$ cat src/rtl/i2s_pkg.sv
// Shared types for the I2S frame FIFO: default sample width, channel encoding,
// and the left/right pairing state.
package i2s_pkg;

  localparam int DATA_SIZE_DEF = 24;

  typedef enum logic {
    CH_LEFT  = 1'b0,
    CH_RIGHT = 1'b1
  } channel_t;

  typedef enum logic {
    WAIT_L = 1'b0,
    HAVE_L = 1'b1
  } pair_state_t;

endpackage

$ cat src/rtl/i2s_frame_fifo_if.sv
// Stereo frame stream leaving the FIFO towards the consumer.
interface i2s_frame_fifo_if #(
  parameter int DATA_SIZE = 24
);
  // A frame transfers on a cycle where m_valid and m_ready are both high.
  // While m_valid=1 and m_ready=0 the frame data holds steady, and m_valid
  // never drops until the frame has been taken.
  logic                 m_valid;
  logic                 m_ready;
  logic [DATA_SIZE-1:0] m_left;
  logic [DATA_SIZE-1:0] m_right;

  modport master (output m_valid, output m_left, output m_right, input m_ready);
  modport slave  (input m_valid, input m_left, input m_right, output m_ready);
endinterface

$ cat src/rtl/i2s_frame_fifo_sync_fifo.sv
// Generic synchronous FIFO with first-word fall-through read and wrap-bit
// pointers so that level = wr_ptr - rd_ptr.
module sync_fifo #(
  parameter int WIDTH = 48,
  parameter int DEPTH = 16
) (
  input  logic                     clk,
  input  logic                     rst,
  input  logic                     i_push,
  input  logic                     i_pop,
  input  logic [WIDTH-1:0]         i_wdata,
  output logic [WIDTH-1:0]         o_rdata,
  output logic                     o_full,
  output logic                     o_empty,
  output logic [$clog2(DEPTH):0]   o_level
);
  localparam int AW = $clog2(DEPTH);

  logic [WIDTH-1:0] r_mem [DEPTH];
  logic [AW:0]      r_wr_ptr;
  logic [AW:0]      r_rd_ptr;
  logic             w_wr_en;
  logic             w_rd_en;

  assign o_level = r_wr_ptr - r_rd_ptr;
  assign o_full  = (o_level == (AW + 1)'(DEPTH));
  assign o_empty = (o_level == '0);

  // While full, a simultaneous pop frees the slot the push lands in.
  assign w_rd_en = i_pop & ~o_empty;
  assign w_wr_en = i_push & (~o_full | w_rd_en);

  // Head data is forced to zero when empty so nothing stale leaks out.
  assign o_rdata = o_empty ? '0 : r_mem[r_rd_ptr[AW-1:0]];

  always_ff @(posedge clk) begin
    if (w_wr_en) r_mem[r_wr_ptr[AW-1:0]] <= i_wdata;
  end

  always_ff @(posedge clk or posedge rst) begin
    if (rst) begin
      r_wr_ptr <= '0;
      r_rd_ptr <= '0;
    end else begin
      if (w_wr_en) r_wr_ptr <= r_wr_ptr + 1'b1;
      if (w_rd_en) r_rd_ptr <= r_rd_ptr + 1'b1;
    end
  end
endmodule

$ cat src/rtl/i2s_frame_fifo.sv
// Pairs mono samples from the I2S receiver into left/right frames, buffers them
// in a FIFO and flags dropped frames and pairing errors.
module i2s_frame_fifo
  import i2s_pkg::*;
#(
  parameter int DATA_SIZE = DATA_SIZE_DEF,
  parameter int DEPTH     = 16
) (
  input  logic                   clk,
  input  logic                   rst,
  input  logic [DATA_SIZE-1:0]   sample_data,
  input  logic                   sample_valid,
  input  logic                   sample_ws,
  input  logic                   clear,
  i2s_frame_fifo_if.master       m,
  output logic [$clog2(DEPTH):0] level,
  output logic                   overflow,
  output logic                   sync_err,
  output logic [7:0]             err_count,
  output pair_state_t            dbg_state
);
  pair_state_t            r_state;
  logic                   r_valid_q;
  logic [DATA_SIZE-1:0]   r_left_hold;
  logic                   r_overflow;
  logic                   r_sync_err;
  logic [7:0]             r_err_count;

  logic                   w_cap;
  channel_t               w_ch;
  logic                   w_push;
  logic                   w_pop;
  logic                   w_full;
  logic                   w_empty;
  logic                   w_drop;
  logic                   w_serr;
  logic [2*DATA_SIZE-1:0] w_rdata;

  assign w_cap = sample_valid & ~r_valid_q;
  // Upstream flips ws in the same cycle it raises valid, so the channel of the
  // finished sample is the inverse of the ws seen now.
  assign w_ch  = channel_t'(~sample_ws);

  assign w_push = w_cap & (r_state == HAVE_L) & (w_ch == CH_RIGHT);
  assign w_pop  = m.m_valid & m.m_ready;
  assign w_drop = w_push & w_full & ~w_pop;
  assign w_serr = w_cap & (((r_state == WAIT_L) & (w_ch == CH_RIGHT)) |
                           ((r_state == HAVE_L) & (w_ch == CH_LEFT)));

  always_ff @(posedge clk or posedge rst) begin
    if (rst) begin
      r_state     <= WAIT_L;
      r_valid_q   <= 1'b0;
      r_left_hold <= '0;
      r_overflow  <= 1'b0;
      r_sync_err  <= 1'b0;
      r_err_count <= '0;
    end else begin
      r_valid_q <= sample_valid;
      if (w_cap) begin
        if (w_ch == CH_LEFT) begin
          r_left_hold <= sample_data;
          r_state     <= HAVE_L;
        end else begin
          r_state     <= WAIT_L;
        end
      end
      if (clear) begin
        r_overflow  <= 1'b0;
        r_sync_err  <= 1'b0;
        r_err_count <= '0;
      end else begin
        if (w_drop) r_overflow <= 1'b1;
        if (w_serr) r_sync_err <= 1'b1;
        if ((w_drop | w_serr) && (r_err_count != 8'hFF))
          r_err_count <= r_err_count + 8'd1;
      end
    end
  end

  sync_fifo #(
    .WIDTH (2 * DATA_SIZE),
    .DEPTH (DEPTH)
  ) u_fifo (
    .clk     (clk),
    .rst     (rst),
    .i_push  (w_push),
    .i_pop   (w_pop),
    .i_wdata ({r_left_hold, sample_data}),
    .o_rdata (w_rdata),
    .o_full  (w_full),
    .o_empty (w_empty),
    .o_level (level)
  );

  assign m.m_valid = ~w_empty;
  assign m.m_left  = w_rdata[2*DATA_SIZE-1:DATA_SIZE];
  assign m.m_right = w_rdata[DATA_SIZE-1:0];

  assign overflow  = r_overflow;
  assign sync_err  = r_sync_err;
  assign err_count = r_err_count;
  assign dbg_state = r_state;
endmodule

$ cat src/flat_wrapper.sv
// flat-port wrapper written by rule: the top's interface ports become plain ports
module i2s_frame_fifo_flat import i2s_pkg::*;
#(
  parameter int DATA_SIZE = DATA_SIZE_DEF,
  parameter int DEPTH     = 16
)
  (clk, rst, sample_data, sample_valid, sample_ws, clear, level, overflow, sync_err, err_count, dbg_state, m_m_valid, m_m_left, m_m_right, m_m_ready);
  i2s_frame_fifo_if #(.DATA_SIZE(DATA_SIZE)) m_i ();
  input  logic clk;
  input  logic rst;
  input  logic [DATA_SIZE-1:0] sample_data;
  input  logic sample_valid;
  input  logic sample_ws;
  input  logic clear;
  output logic [$clog2(DEPTH):0] level;
  output logic overflow;
  output logic sync_err;
  output logic [7:0] err_count;
  output pair_state_t dbg_state;
  output wire logic [$bits(m_i.m_valid)-1:0] m_m_valid;
  output wire logic [$bits(m_i.m_left)-1:0] m_m_left;
  output wire logic [$bits(m_i.m_right)-1:0] m_m_right;
  input wire logic [$bits(m_i.m_ready)-1:0] m_m_ready;
  assign m_m_valid = m_i.m_valid;
  assign m_m_left = m_i.m_left;
  assign m_m_right = m_i.m_right;
  assign m_i.m_ready = m_m_ready;
  i2s_frame_fifo #(.DATA_SIZE(DATA_SIZE), .DEPTH(DEPTH)) u_core (.clk(clk), .rst(rst), .sample_data(sample_data), .sample_valid(sample_valid), .sample_ws(sample_ws), .clear(clear), .m(m_i), .level(level), .overflow(overflow), .sync_err(sync_err), .err_count(err_count), .dbg_state(dbg_state));
endmodule
$ cat config.mk
export PLATFORM = sky130hd
export DESIGN_NAME = i2s_frame_fifo_flat
export DESIGN_NICKNAME = d
export VERILOG_FILES = /design/src/rtl/i2s_pkg.sv /design/src/rtl/i2s_frame_fifo_if.sv /design/src/rtl/i2s_frame_fifo_sync_fifo.sv /design/src/rtl/i2s_frame_fifo.sv /design/src/flat_wrapper.sv
export SDC_FILE = /design/constraint.sdc
export NUM_CORES = 1
export LEC_CHECK = 0
export BUFFER_PORTS_ARGS = -buffer_cell sky130_fd_sc_hd__buf_2
export CELL_PAD_IN_SITES_DETAIL_PLACEMENT = 1
export CELL_PAD_IN_SITES_GLOBAL_PLACEMENT = 2
export CORE_MARGIN = 1
export CORE_UTILIZATION = 54
export DETAILED_ROUTE_END_ITERATION = 10
export GPL_TIMING_DRIVEN = 0
export PLACE_DENSITY = 0.95
export SLEW_MARGIN = 20
export SYNTH_ARGS = -nofsm -noshare
export SYNTH_HDL_FRONTEND = slang
export SYNTH_SLANG_ARGS = --single-unit
$ cat constraint.sdc
create_clock -name clk -period 10.5 [get_ports clk]
set_input_delay 0 -clock clk [delete_from_list [all_inputs] [get_ports clk]]
set_output_delay 0 -clock clk [all_outputs]
set_load 0.02 [all_outputs]
==> run_results.csv, run 1 <==
group,metric,value,unit
logic_synthesis,seq_area_frac_synth,75.4,%
cells_and_area,final_area,37200,sq um
cells_and_area,drive_above_1_share,32.3,%
floorplanning,die_w,246,microns
placed_design,hpwl,52500,microns
drt,wl_met3,7710,microns
cells_and_area,nFillCells,4677,
logic_synthesis,synth_area,32100,sq um
logic_synthesis,synth-edff-count,768,
logic_synthesis,synthAdderAreaFrac,0.452,%
worst_setup_path,cp_slowest_cell,"nor2_1",
drt,firstDrtPassIters,5,
pwr,p_per_area,271,nW/um^2
worst_setup_path,max_stage_delay,0.74,ns
worst_setup_path,arrival,5.31,ns
drt,postRouteAntennaNets,0,
grt,grt_usage,31.1,%
clock_network,clk_pin_slew,0.06,ns
sta,setup_viol,0,
drt,met1_length,33600,microns
pwr,vdd_drop_max,221,uV
cells_and_area,finalNetCount,1668,
worst_setup_path,crit_path_frequent_cell,"buf_2",
worst_setup_path,crit_type,"register to output pin",
logic_synthesis,synth.avg_cell_area,23.4,sq um
sta,clock_skew,0.0290,ns
drt,wirelength,91200,microns
run,max_cap_viol_count,0,
logic_synthesis,ys_types,56,
logic_synthesis,synth_mux_area_share,18.7,%
sta,rsz0062_at_grt,"false",
pwr,p_switching,0.00321,W
logic_synthesis,synth_compound_area_share,0.763,%
drt,drt-vias-per-instance,6.73,
cells_and_area,antenna_cells,0,
cells_and_area,finalCoreUtilization,63.2,%
sta,slew_violations,0,
grt,grt_max_degree,34,
grt,antenna_found_initial,0,
drt,dr_total_vias,16584,
placed_design,portBuffers,94,
grt,grt_pass1_wl,129000,microns
floorplanning,start_util,54.5,%
worst_setup_path,worstSetupStartpointType,"register",
sta,worst_pin_slew,1.01,ns
worst_setup_path,end_kind,"output pin",
logic_synthesis,synth_top_family_by_area,"multiplexers",
drt,drc_errors,0,
logic_synthesis,synthArstFlopShare,5.65,%
clock_network,htreeDepth,3,
drt,dr.first_iter.drc_count,2209,
placed_design,routabilityCongestion,0.780,
floorplanning,row_count,89,
drt,detail_route.wl_per_cell,37.0,microns
sta,finalCritPeriodShare,50.6,%
clock_network,clk_path_buf_depth,3,
logic_synthesis,ys_seq_elements,814,
clock_network,postCtsSetupRepairBufs,0,
floorplanning,die-area,60500,sq um
worst_setup_path,worst_ep_required_time,10.50,ns
grt,grt_pass1_vias,17322,
drt,top_layer,"met4",
floorplanning,fp.coreArea,58900,sq um
placed_design,postPlaceCellArea,34200,sq um
clock_network,root_buffer,"clkbuf_16",
sta,hold_viol,0,
worst_setup_path,cp_max_fo,10,
clock_network,tritoncts,"built",
pwr,pwr-share-comb,31.9,%
logic_synthesis,synth-main-ff-cell,"edfxtp_1",
sta,fin_crit,5.31,ns
pwr,p_int,0.00687,W
pwr,seqPwrFrac,37.9,%
clock_network,numCtsBuffers,80,
min_path,hold_path.class,"primary input to register",
cells_and_area,syn2layout_area_growth,15.9,%
clock_network,clk_latency,0.64,ns
run_status,status,"complete, no violations",
logic_synthesis,syn_inst,1375,
logic_synthesis,synthXorXnorAreaFrac,0.327,%
sta,relSlewSlack,33.0,%
grt,grt_overflow,0,
pwr,switching_share,31.8,%
floorplanning,io-pin-count,95,
logic_synthesis,synth_simple_gate_area_share,2.70,%
worst_setup_path,crit_chain,"buf_2 > buf_6 > clkbuf_1 > inv_1 > ha_1 > nand3b_1 > a211oi_1 > nor2_1 > nor2_1 > buf_2 > buf_4 > nor2b_2 > buf_2",
pwr,p_total,0.0101,W
clock_network,numClockSinks,814,
drt,wl_met2,46700,microns
pwr,clkPwrFrac,30.1,%
floorplanning,die_h,246,microns
logic_synthesis,synthesis.nets,1416,
logic_synthesis,synth-warning-count,0,
pwr,p_leak,12.4,nW
sta,max_freq,188,MHz
[Yosys cell counts (5+ instances only)]
| cell type | number | area, sq um |
|---|---|---|
| edfxtp_1 | 768 | 23100 |
| mux4_2 | 186 | 4190 |
| mux4_1 | 54 | 1420 |
| dfrtp_1 | 46 | 1150 |
| nor2b_1 | 45 | 282 |
| mux2_2 | 28 | 315 |
| buf_2 | 19 | 95.1 |
| clkbuf_1 | 19 | 71.3 |
| buf_6 | 18 | 203 |
| nor2_1 | 18 | 67.6 |
| nand2_1 | 17 | 63.8 |
| inv_1 | 14 | 52.6 |
| nand3_1 | 11 | 55.1 |
| and2_1 | 10 | 62.6 |
| ha_1 | 10 | 125 |
| nor3_1 | 9 | 45.0 |
| xnor2_1 | 9 | 78.8 |
| a31oi_1 | 7 | 43.8 |
| mux2i_1 | 7 | 70.1 |
| nor2b_2 | 5 | 43.8 |
| nor2b_4 | 5 | 68.8 |
| nor4_1 | 5 | 31.3 |
| o21ai_0 | 5 | 25.0 |
[registers in the layout, indices dropped and copies added, names as in the netlist]
name                    cells
u_core.err_count            8
u_core.r_left_hold         24
u_core.overflow             1
u_core.sync_err             1
u_core.dbg_state            1
u_core.u_fifo.r_rd_ptr      5
u_core.u_fifo.r_mem       768
u_core.u_fifo.r_wr_ptr      5
u_core.r_valid_q            1
[cell families after synthesis]
kind of cell    Yosys count
fa+ha+maj                11
buf+inv                  83
compound gates           35
xor+xnor                 12
mux                     275
simple gates            145
flops                   814
[critical path, delay by kind of cell (launching register included)]
kind            cells  cell delay, ns
simple gates        4            1.20
buf+inv             7            2.31
compound gates      1            0.32
flops               1            0.50
fa+ha+maj           1            0.33
[final cells by class]
type | count | area (sq um) | share of cell area (%)
buffer | 68 | 503 | 1.35
sequential | 814 | 24200 | 65.0
inverter | 15 | 58.8 | 0.158
multi-input combinational | 478 | 7410 | 19.9
tap | 773 | 967 | 2.60
clock inverter | 52 | 616 | 1.65
timing repair buffer | 170 | 1360 | 3.65
clock buffer | 96 | 2100 | 5.65
[placed cells by master (no fill, tap or decap), types with 4 or more instances in the layout]
cell type and n:
mux4_2 186, buf_4 27, buf_6 24, clkbuf_1 30, mux2i_1 7, a211oi_1 4
inv_1 12, nor4_1 5, buf_16 4, nor2b_4 7, nor2_1 18, nor2b_2 5
clkbuf_16 81, nand3_1 11, clkinv_2 11, nand2_1 17, bufinv_16 13, o311ai_0 4
nor3_2 4, clkinv_1 21, buf_2 113, o21ai_0 5, nand2b_1 4, a31oi_1 7
dfrtp_1 46, and2_4 9, nor2b_1 43, dlygate4sd3_1 31, xnor2_1 9, inv_6 4
buf_12 13, edfxtp_1 768, ha_1 10, nor3_1 5, mux4_1 54, mux2_2 28
[repair_timing]
action | CTS | global route
gates resized for setup | 0 | 0
hold buffers | 31 | 0
endpoints found under the hold margin | 466 | 0
[routing by layer]
layer | up-vias | GRT usage [%]
met1 | 8850 | 41.5
met3 | 199 | 4.97
met4 | 0 | 11.7
met5 | - | 0
met2 | 1162 | 52.1
li1 | 6373 | -
[worst paths after layout]
kind | start | endpoint | slack, ns | cells after the start
min reg2reg | u_core.overflow | u_core.overflow | 0.49 | 1
min in group asynchronous | rst | u_core.err_count[2] | 0.46 | 4
max reg2reg | u_core.u_fifo.r_rd_ptr[1] | u_core.u_fifo.r_mem[13][32] | 5.33 | 13
max in group asynchronous | rst | u_core.r_left_hold[22] | 9.52 | 5
min | sample_valid | u_core.r_valid_q | 0.08 | 2
max | u_core.u_fifo.r_rd_ptr[1] | m_m_left[12] | 5.19 | 13
[stage by stage]
step	setup slack, ns	TNS [ns]	cells	hold slack, ns
final	5.19	0	2466	0.0787
after global routing	5.18	0	2466	0.0864
after CTS	5.35	0	2466	0.0478
after detailed placement	5.49	0	2287	0.000291
after global placement	-0.464	-58.63	2242	0.160
after floorplan	4.31	0	1375	0.0314
[power by group through the flow]
stage,Combinational [W],Clock [W],Sequential [W]
2_1_floorplan,0.00215,0,0.00382
3_3_place_gp,0.00299,0,0.00386
3_5_place_dp,0.00313,0,0.00388
4_1_cts,0.00322,0.00305,0.00381
5_1_grt,0.00335,0.00315,0.00383
6_report,0.00322,0.00303,0.00382
Note: power is estimated with default switching activity, not from simulation.
==> inputs of run 2 (changes only) <==
--- a/config.mk
+++ b/config.mk
@@ -9,10 +9,10 @@
 export CELL_PAD_IN_SITES_DETAIL_PLACEMENT = 1
 export CELL_PAD_IN_SITES_GLOBAL_PLACEMENT = 2
 export CORE_MARGIN = 1
-export CORE_UTILIZATION = 54
+export CORE_UTILIZATION = 50
 export DETAILED_ROUTE_END_ITERATION = 10
 export GPL_TIMING_DRIVEN = 0
-export PLACE_DENSITY = 0.95
+export PLACE_DENSITY = 0.91
 export SLEW_MARGIN = 20
 export SYNTH_ARGS = -nofsm -noshare
 export SYNTH_HDL_FRONTEND = slang
==> constraint.sdc (replaced) <==
create_clock -name clk -period 5.3 [get_ports clk]
set_input_delay 0 -clock clk [delete_from_list [all_inputs] [get_ports clk]]
set_output_delay 0 -clock clk [all_outputs]
set_load 0.02 [all_outputs]
==> run_results.csv, run 2 (synthesized netlist as in run 1, its figures left out) <==
group,metric,value,unit
run_status,status,"complete, no violations",
worst_setup_path,end_kind,"register",
floorplanning,die-area,65300,sq um
placed_design,routabilityCongestion,0.781,
grt,grt_max_degree,35,
clock_network,htreeDepth,3,
pwr,vdd_drop_max,423,uV
placed_design,portBuffers,94,
drt,dr_total_vias,16473,
pwr,p_int,0.0134,W
pwr,p_leak,12.4,nW
cells_and_area,syn2layout_area_growth,16.1,%
pwr,clkPwrFrac,29.2,%
drt,dr.first_iter.drc_count,1973,
cells_and_area,final_common_cell,"edfxtp_1",
cells_and_area,largest_reg_flops,768,
cells_and_area,nFillCells,5336,
grt,grt_usage,27.2,%
cells_and_area,finalCoreUtilization,58.9,%
grt,grt_pass1_wl,126000,microns
sta,worst_pin_slew,1.03,ns
clock_network,numCtsBuffers,81,
clock_network,clk_latency,0.64,ns
worst_setup_path,reg2reg_to,"u_core.u_fifo.r_mem[12][17]",
worst_setup_path,r2r_slack,0.23,ns
pwr,seqPwrFrac,38.7,%
sta,max_freq,197,MHz
sta,hold_viol,0,
floorplanning,fp.coreArea,63300,sq um
worst_setup_path,ff2ff_path_depth,12,
worst_setup_path,arrival,5.39,ns
cells_and_area,stdcell_count,2540,
floorplanning,die_h,255,microns
sta,fin_crit,5.07,ns
cells_and_area,most-common-layout-cells,"edfxtp_1, mux4_2, buf_2",
drt,firstDrtPassIters,5,
min_path,min_path_cells,2,
sta,layout_setup_ws,0.235,ns
clock_network,clk_path_buf_depth,3,
floorplanning,start_util,50.7,%
worst_setup_path,cp-endpoint,"u_core.u_fifo.r_mem[12][17]",
sta,slew_violations,0,
cells_and_area,drive_above_1_share,32.1,%
grt,grt_pass1_vias,17738,
drt,wirelength,87600,microns
pwr,p_switching,0.00622,W
worst_setup_path,crit_type,"register to register",
drt,detail_route.wl_per_cell,34.5,microns
run,max_cap_viol_count,0,
worst_setup_path,crit_start,"u_core.u_fifo.r_rd_ptr[1]",
clock_network,root_buffer,"clkbuf_16",
floorplanning,io-pin-count,95,
clock_network,numClockSinks,814,
sta,relSlewSlack,31.4,%
pwr,p_per_area,525,nW/um^2
sta,rsz0062_at_grt,"false",
drt,drc_errors,0,
drt,drt-vias-per-instance,6.49,
worst_setup_path,worst_ep_required_time,5.62,ns
floorplanning,die_w,255,microns
placed_design,placed_cells,2357,
worst_setup_path,worstSetupStartpointType,"register",
drt,postRouteAntennaNets,0,
sta,setup_viol,0,
clock_network,tritoncts,"built",
pwr,pwr-share-comb,32.1,%
sta,clock_skew,0.0296,ns
cells_and_area,finalNetCount,1666,
worst_setup_path,cp_max_fo,10,
worst_setup_path,rr_startpoint,"u_core.u_fifo.r_rd_ptr[1]",
placed_design,hpwl,51500,microns
min_path,hold_path.class,"primary input to register",
floorplanning,row_count,92,
pwr,switching_share,31.8,%
clock_network,clk_pin_slew,0.06,ns
placed_design,place_ws,0.196,ns
sta,finalCritPeriodShare,95.6,%
grt,antenna_found_initial,5,
grt,grt_overflow,0,
sta,setup_tns,0,ns
-- run 2: cell count changes in the layout (fill, tap and decap cells not counted), sizes merged --
cell	delta
clkbuf	+25
clkinv	-13
bufinv	-9
buf	-3
diode	+2
inv	-1
-- run 2: layout make-up --
cell class,instances,area (sq um),area share [%]
Antenna cell,2,5.00,0.0134
Clock buffer,121,2320,6.23
Inverter,15,58.8,0.158
Sequential cell,814,24200,64.9
Clock inverter,29,287,0.769
Tap cell,846,1060,2.84
Buffer,68,503,1.35
Timing Repair Buffer,167,1400,3.75
Multi-Input combinational cell,478,7440,20.0
-- run 2: how the worst min path moves through the flow --
stage            startpoint                   to  slack (ns)
2_1_floorplan  sample_valid     u_core.r_valid_q        0.03
6_report       sample_valid     u_core.r_valid_q        0.07
3_5_place_dp            rst  u_core.err_count[2]       -0.01
5_1_grt        sample_valid     u_core.r_valid_q        0.06
3_3_place_gp   sample_valid     u_core.r_valid_q        0.14
4_1_cts        sample_valid     u_core.r_valid_q        0.04
-- run 2: worst max-delay path, stage by stage (launching register included) --
cell      delay [ns]
dfrtp_1         0.52
buf_2           0.31
buf_6           0.22
clkbuf_1        0.58
inv_1           0.16
ha_1            0.32
nand3b_1        0.12
nor4b_2         0.20
nor2_1          0.67
o21ai_1         0.46
nor3_4          0.62
buf_4           0.32
buf_4           0.24
-- run 2: routing by layer --
metal  routed length [microns]  track usage [%]  share of wire [%]  vias to the layer above
li1                          -                -                  -                     6363
met3                      7530             4.70                8.6                      188
met4                      2490             8.20                2.8                        4
met1                     33600             37.2                 38                     8861
met5                        27                0              0.031                        -
met2                     44000             45.1                 50                     1057
-- run 2: what timing repair did --
action,in CTS,in global routing
setup buffers,0,0
pin swaps,0,0
setup endpoints to repair,18,33
hold endpoints to repair,466,0
hold buffers,31,0
resized for setup,1,3
-- run 2: per-stage QoR --
step                hold slack (ns)  area [sq um]  total power [W]
floorplan                    0.0314         32100           0.0118
global placement              0.143         33700           0.0136
detailed placement          -0.0126         34300           0.0139
CTS                          0.0446         37300           0.0197
global route                 0.0586         37300           0.0201
finish                       0.0727         37300           0.0196
-- run 2: power by group through the flow --
stage / clock (W) / sequential, W / combinational [W]
5_1_grt: 0.00595 / 0.00759 / 0.00660
6_report: 0.00573 / 0.00758 / 0.00628
4_1_cts: 0.00576 / 0.00757 / 0.00634
3_3_place_gp: 0 / 0.00766 / 0.00597
2_1_floorplan: 0 / 0.00758 / 0.00426
3_5_place_dp: 0 / 0.00770 / 0.00620
